## src/rtl/imem_loader.sv

```systemverilog
// Streams a big-endian byte image into instruction SRAM as consecutive 32-bit words.
// Optional read-back check of every written word: define IMEM_LOADER_VERIFY_EN.
module imem_loader #(
    parameter int unsigned MAX_WORDS = 1024,
    parameter int unsigned ADDR_W    = 32
) (
    input  logic              clk,
    input  logic              rst_n,
    input  logic              start,
    input  logic [ADDR_W-1:0] base_addr,
    input  logic              byte_valid,
    input  logic [7:0]        byte_data,
    input  logic              byte_last,
    output logic              byte_ready,
    output logic              sram_cs,
    output logic              sram_oe,
    output logic              sram_we,
    output logic [ADDR_W-1:0] sram_addr,
    output logic [31:0]       sram_din,
    input  logic [31:0]       sram_dout,
    output logic              busy,
    output logic              done,
    output logic              err,
    output logic [ADDR_W-1:0] word_cnt
);

    typedef enum logic [2:0] {
        S_IDLE,
        S_COLLECT,
        S_WRITE,
        S_VERIFY,
        S_DONE
    } state_t;

    state_t      state, state_next;
    logic [1:0]  idx;
    logic [31:0] word;
    logic        last_pend;
    logic        xfer;
    logic        drop;
    logic [31:0] packed_word;
    logic [31:0] word_next;

`ifdef IMEM_LOADER_VERIFY_EN
    logic        vcnt;
`else
    logic        unused_dout;
    assign unused_dout = ^sram_dout;
`endif

    assign xfer = byte_valid && byte_ready;
    assign drop = (word_cnt == ADDR_W'(MAX_WORDS));

    // Next-state decode and byte packing; a short final word is left-justified.
    always_comb begin
        state_next  = state;
        packed_word = {word[23:0], byte_data};
        word_next   = packed_word;
        if (byte_last) begin
            word_next = packed_word << {2'd3 - idx, 3'b000};
        end
        case (state)
            S_IDLE: begin
                if (start) state_next = S_COLLECT;
            end
            S_COLLECT: begin
                if (xfer && (idx == 2'd3 || byte_last)) state_next = S_WRITE;
            end
            S_WRITE: begin
`ifdef IMEM_LOADER_VERIFY_EN
                if (!drop)          state_next = S_VERIFY;
                else if (last_pend) state_next = S_DONE;
                else                state_next = S_COLLECT;
`else
                state_next = last_pend ? S_DONE : S_COLLECT;
`endif
            end
            S_VERIFY: begin
`ifdef IMEM_LOADER_VERIFY_EN
                if (vcnt) state_next = last_pend ? S_DONE : S_COLLECT;
`else
                state_next = S_IDLE;
`endif
            end
            S_DONE:  state_next = S_IDLE;
            default: state_next = S_IDLE;
        endcase
    end

    // State register with registered outputs decoded from the next state.
    always_ff @(posedge clk or negedge rst_n) begin
        if (!rst_n) begin
            state      <= S_IDLE;
            byte_ready <= 1'b0;
            sram_cs    <= 1'b0;
            sram_oe    <= 1'b0;
            sram_we    <= 1'b0;
            sram_addr  <= '0;
            sram_din   <= '0;
            busy       <= 1'b0;
            done       <= 1'b0;
            err        <= 1'b0;
            word_cnt   <= '0;
            idx        <= '0;
            word       <= '0;
            last_pend  <= 1'b0;
`ifdef IMEM_LOADER_VERIFY_EN
            vcnt       <= 1'b0;
`endif
        end else begin
            state      <= state_next;
            byte_ready <= (state_next == S_COLLECT);
            busy       <= (state_next != S_IDLE);
            done       <= (state_next == S_DONE);
            sram_cs    <= 1'b0;
            sram_oe    <= 1'b0;
            sram_we    <= 1'b0;

            // A word past the limit still walks through WRITE, but with strobes off.
            if (state_next == S_WRITE) begin
                sram_cs  <= !drop;
                sram_we  <= !drop;
                sram_din <= word_next;
            end
`ifdef IMEM_LOADER_VERIFY_EN
            if (state_next == S_VERIFY) begin
                sram_cs <= 1'b1;
                sram_oe <= 1'b1;
            end
`endif

            case (state)
                S_IDLE: begin
                    if (start) begin
                        sram_addr <= {base_addr[ADDR_W-1:2], 2'b00};
                        word_cnt  <= '0;
                        err       <= 1'b0;
                        idx       <= '0;
                        word      <= '0;
                        last_pend <= 1'b0;
                    end
                end
                S_COLLECT: begin
                    if (xfer) begin
                        word <= word_next;
                        idx  <= idx + 2'd1;
                        if (byte_last) last_pend <= 1'b1;
                    end
                end
                S_WRITE: begin
                    if (drop) err <= 1'b1;
                    else      word_cnt <= word_cnt + ADDR_W'(1);
`ifdef IMEM_LOADER_VERIFY_EN
                    vcnt <= 1'b0;
`endif
                    if (state_next != S_VERIFY) sram_addr <= sram_addr + ADDR_W'(4);
                end
                S_VERIFY: begin
`ifdef IMEM_LOADER_VERIFY_EN
                    vcnt <= 1'b1;
                    if (vcnt) begin
                        if (sram_dout != sram_din) err <= 1'b1;
                        sram_addr <= sram_addr + ADDR_W'(4);
                    end
`endif
                end
                default: ;
            endcase
        end
    end

endmodule
```

## config.mk

```make
export PLATFORM = sky130hd
export DESIGN_NAME = imem_loader
export DESIGN_NICKNAME = d
export VERILOG_FILES = /design/src/rtl/imem_loader.sv
export SDC_FILE = /design/constraint.sdc
export NUM_CORES = 1
export LEC_CHECK = 0
export BUFFER_PORTS_ARGS = -buffer_cell sky130_fd_sc_hd__buf_2
export CAP_MARGIN = 5
export CORE_MARGIN = 4
export CORE_UTILIZATION = 40
export CTS_CLUSTER_DIAMETER = 30
export DETAILED_ROUTE_END_ITERATION = 6
export SKIP_LAST_GASP = 1
export SYNTH_ARGS = -nofsm -noshare
export SYNTH_HDL_FRONTEND = slang
export SYNTH_SLANG_ARGS = --single-unit
```

## constraint.sdc

```tcl
create_clock -name clk -period 2.58 [get_ports clk]
set_clock_uncertainty 0.2 [all_clocks]
set_input_delay 0.258 -clock clk [delete_from_list [all_inputs] [get_ports clk]]
set_output_delay 0.258 -clock clk [all_outputs]
set_load 0.005 [all_outputs]
```

==> flow_summary.yaml <==
outcome:
  run_status: "completed"
clock_tree:
  clock_tree.htree_level_count: 4
  cts_root_buf: "sky130_fd_sc_hd__clkbuf_16"
  path_clk_slew_ns: 0.06
  insertion_delay_ns: 0.42
  cts_repair_resize_count: 0
  cts_made_buffers: 17
  cts_tree: "built"
  ctsLongestPathBuffers: 2
  numClockSinks: 129
routing:
  post_drt_wl_per_cell_um: 16.7
  drc: 0
  total_via_count_after_detailed_routing: 6386
  routed_via_density: 5.46
  route.antenna.remaining_nets: 0
  drt-total-wl_um: 19600
  dr.pass1.iters: 5
  dr.first_iter.drc_count: 474
grt:
  grt_start_max_net_pins: 67
  total_routing_usage_gr_pct: 21.7
  grt_remaining_overflow: 0
  grt_first_pass_wirelength_um: 31900
  grt_antenna_before_repair: 0
  vias_in_the_first_global_route: 6007
floorplanning:
  coreArea_sq_um: 16100
  ios: 180
  die_w_um: 137
  start_util_pct: 41.3
  std_cell_rows: 46
  die-area_sq_um: 18700
  fp.dieH_um: 137
setup_path:
  crit_slowest_cell: "sky130_fd_sc_hd__or3_1"
  r2r_slack_ns: 0.22
  critical_path.cell_chain: "nand4_2 -> or3_1 -> or3_4 -> or3_1 -> a21oi_1"
  worstSetupPathType: "flop to flop"
  reg2regPathDepth: 5
  crit_required_ns: 2.72
  start_kind: "flop"
  cp-startpoint: "word_cnt[7]"
  worst_path_largest_cell_delay_ns: 0.49
  path_max_fanout: 7
  end_kind: "flop"
  critPathCapture: "word_cnt[25]"
  worstReg2RegEnd: "word_cnt[25]"
  cell_type_with_the_highest_occurrence_count_on_the_critical_path: "sky130_fd_sc_hd__or3_1"
  critPathArrivalTime_ns: 2.50
  worstReg2RegStart: "word_cnt[7]"
finish:
  final_util_pct: 54.7
  drive_above_1_share_pct: 23.4
  fin_nets: 1022
  antenna_cells_inserted: 0
  area_growth_pct: 32.5
logic_synthesis:
  post_synth_instance_area_sq_um: 6630
  synth_top_area_cell: "sky130_fd_sc_hd__dfrtp_1"
  yosys_register_bits: 129
  synth-edff-count: 0
  yosys_most_used_dff: "sky130_fd_sc_hd__dfrtp_1"
  synth.top_cells.by_area: "sky130_fd_sc_hd__dfrtp_1, sky130_fd_sc_hd__o21ai_0, sky130_fd_sc_hd__nand2_1"
  ys_async_sr_fraction_pct: 100
  synth_cell_type_count: 52
  syn-instance-count: 760
  syn_avg_cell_area_sq_um: 8.72
  synth_warnings: 0
  ys_seq_area_share_pct: 48.7
  synth_top_area_share_pct: 48.7
power:
  ir_drop_v: 0.000623
  cellPowerDensity_nw_per_um2: 997
  power.static_leakage_nw: 4.04
placement:
  portBuffers: 142
  hpwl_um: 13300
  gpl.final_weighted_congestion: 0.819
  dp_slack_ns: 0.257
worst_hold_path:
  min_path_cells: 3
  hp-class: "input port to flop"
sta:
  fmax_mhz: 423
  rsz0062_at_grt: "no"
  slew-limit-headroom_pct: 51.8
  finalHoldViolCount: 0
  period_needed_ns: 2.36
  finalSetupViolations: 0
  fin_tns_setup_ns: 0
  fin_hold_ws_ns: 0.0155
  worst_slack_ns: 0.218
  final_clock_period_utilization_by_the_worst_path_pct: 91.6
  max_slew.worst_pin.slew_ns: 0.723
  maxSlewViolCount: 0
run:
  cap_violations: 0
layer usage:
metal	routed length (um)	up-vias	track usage [%]	part of all wire (%)
met5	0	-	0	0
met3	1040	33	4.71	5.3
met4	422	0	7.84	2.2
li1	-	3126	-	-
met1	9530	3065	31.3	49
met2	8560	162	32.0	44
worst max-delay path, delay by kind of cell (launching register included):
kind / cells / cell delay (ns)
simple gates: 4 / 1.45
compound gates: 1 / 0.15
flops: 1 / 0.48
how the worst min path moves through the flow:
stage	from	endpoint	slack, ns
finish	base_addr[23]	sram_addr[23]	0.02
global route	base_addr[23]	sram_addr[23]	0.007
CTS	base_addr[23]	sram_addr[23]	0.0004
detailed placement	rst_n	word_cnt[11]	0.10
global placement	rst_n	word_cnt[11]	0.10
floorplan	rst_n	busy	-0.24
registers in the layout, indices dropped and copies added (netlist names):
| name | count |
|---|---|
| busy | 1 |
| byte_ready | 1 |
| done | 1 |
| err | 1 |
| idx | 2 |
| last_pend | 1 |
| sram_addr | 30 |
| sram_din | 32 |
| sram_we | 1 |
| state | 3 |
| word | 24 |
| word_cnt | 32 |
kinds of logic (layout without fill, tap and decap cells):
group	after synthesis	count (layout)	share of synthesized area [%]
XOR/XNOR	20	20	2.64
AO/OA/AOI/OAI	226	226	20.3
adder cells (fa/ha/maj)	4	4	0.755
buffers and inverters	76	268	4.76
flip-flops	129	129	48.7
AND/OR/NAND/NOR	302	302	22.5
multiplexers	2	2	0.302
other	1	3	0.0566
what timing repair did:
| item | 4_1_cts | 5_1_grt |
|---|---|---|
| hold buffers | 38 | 0 |
| setup buffers | 0 | 0 |
| endpoints found under the hold margin | 106 | 0 |
power by group:
| part | total, W | switching (W) | internal, W |
|---|---|---|---|
| clock | 0.00287 | 0.000931 | 0.00194 |
| sequential | 0.00326 | 0.000603 | 0.00265 |
| combinational | 0.00263 | 0.00150 | 0.00113 |
| total | 0.00875 | 0.00303 | 0.00572 |
cell usage after synthesis, types with 5 or more instances:
cell / number
sky130_fd_sc_hd__inv_1: 20
sky130_fd_sc_hd__o31ai_1: 5
sky130_fd_sc_hd__clkbuf_1: 46
sky130_fd_sc_hd__dfrtp_1: 129
sky130_fd_sc_hd__nor4_1: 12
sky130_fd_sc_hd__a222oi_1: 8
sky130_fd_sc_hd__or3_1: 9
sky130_fd_sc_hd__and3_1: 7
sky130_fd_sc_hd__o22ai_1: 17
sky130_fd_sc_hd__o21ai_0: 108
sky130_fd_sc_hd__nor2_1: 46
sky130_fd_sc_hd__xor2_1: 10
sky130_fd_sc_hd__a22oi_1: 11
sky130_fd_sc_hd__and2_1: 6
sky130_fd_sc_hd__nand4_1: 23
sky130_fd_sc_hd__a21oi_1: 40
sky130_fd_sc_hd__and4_1: 10
sky130_fd_sc_hd__a2bb2oi_1: 5
sky130_fd_sc_hd__nand3_1: 48
sky130_fd_sc_hd__nor3_1: 10
sky130_fd_sc_hd__o22a_1: 9
sky130_fd_sc_hd__a31oi_1: 5
sky130_fd_sc_hd__nand2_1: 112
sky130_fd_sc_hd__xnor2_1: 10
layout by cell type, fill, tap and decap left out, drive strengths merged, types with 4 or more instances in the layout:
| cell | n |
|---|---|
| a21oi | 40 |
| nand4 | 24 |
| a31oi | 5 |
| nor3 | 11 |
| inv | 21 |
| or3 | 11 |
| o21ai | 108 |
| and2 | 6 |
| or4 | 4 |
| a22oi | 11 |
| buf | 178 |
| and4 | 11 |
| nand2 | 112 |
| nand3 | 48 |
| clkinv | 5 |
| nor2 | 46 |
| and3 | 7 |
| xor2 | 10 |
| dlygate4sd3 | 38 |
| clkbuf | 18 |
| a222oi | 8 |
| a2bb2oi | 5 |
| bufinv | 7 |
| o31ai | 5 |
| nor4 | 12 |
| ha | 4 |
| o22a | 9 |
| dfrtp | 129 |
| xnor2 | 10 |
| o22ai | 17 |
per-stage QoR:
stage	power, W	cell area (sq um)	instances
detailed placement	0.00586	7700	1100
finish	0.00875	8780	1170
floorplan	0.00464	6630	762
global route	0.00933	8780	1170
CTS	0.00882	8780	1170
global placement	0.00582	7700	1100
cell type report:
cell class	count	area (sq um)
inverters	20	75.1
fillers	1501	7280
flip-flops and latches	129	3230
well taps	216	270
clock inverters	14	259
repair buffers	216	1410
clock buffers	18	439
multi-input cells	557	3100
No activity file was read; power rests on OpenSTA's default activity.
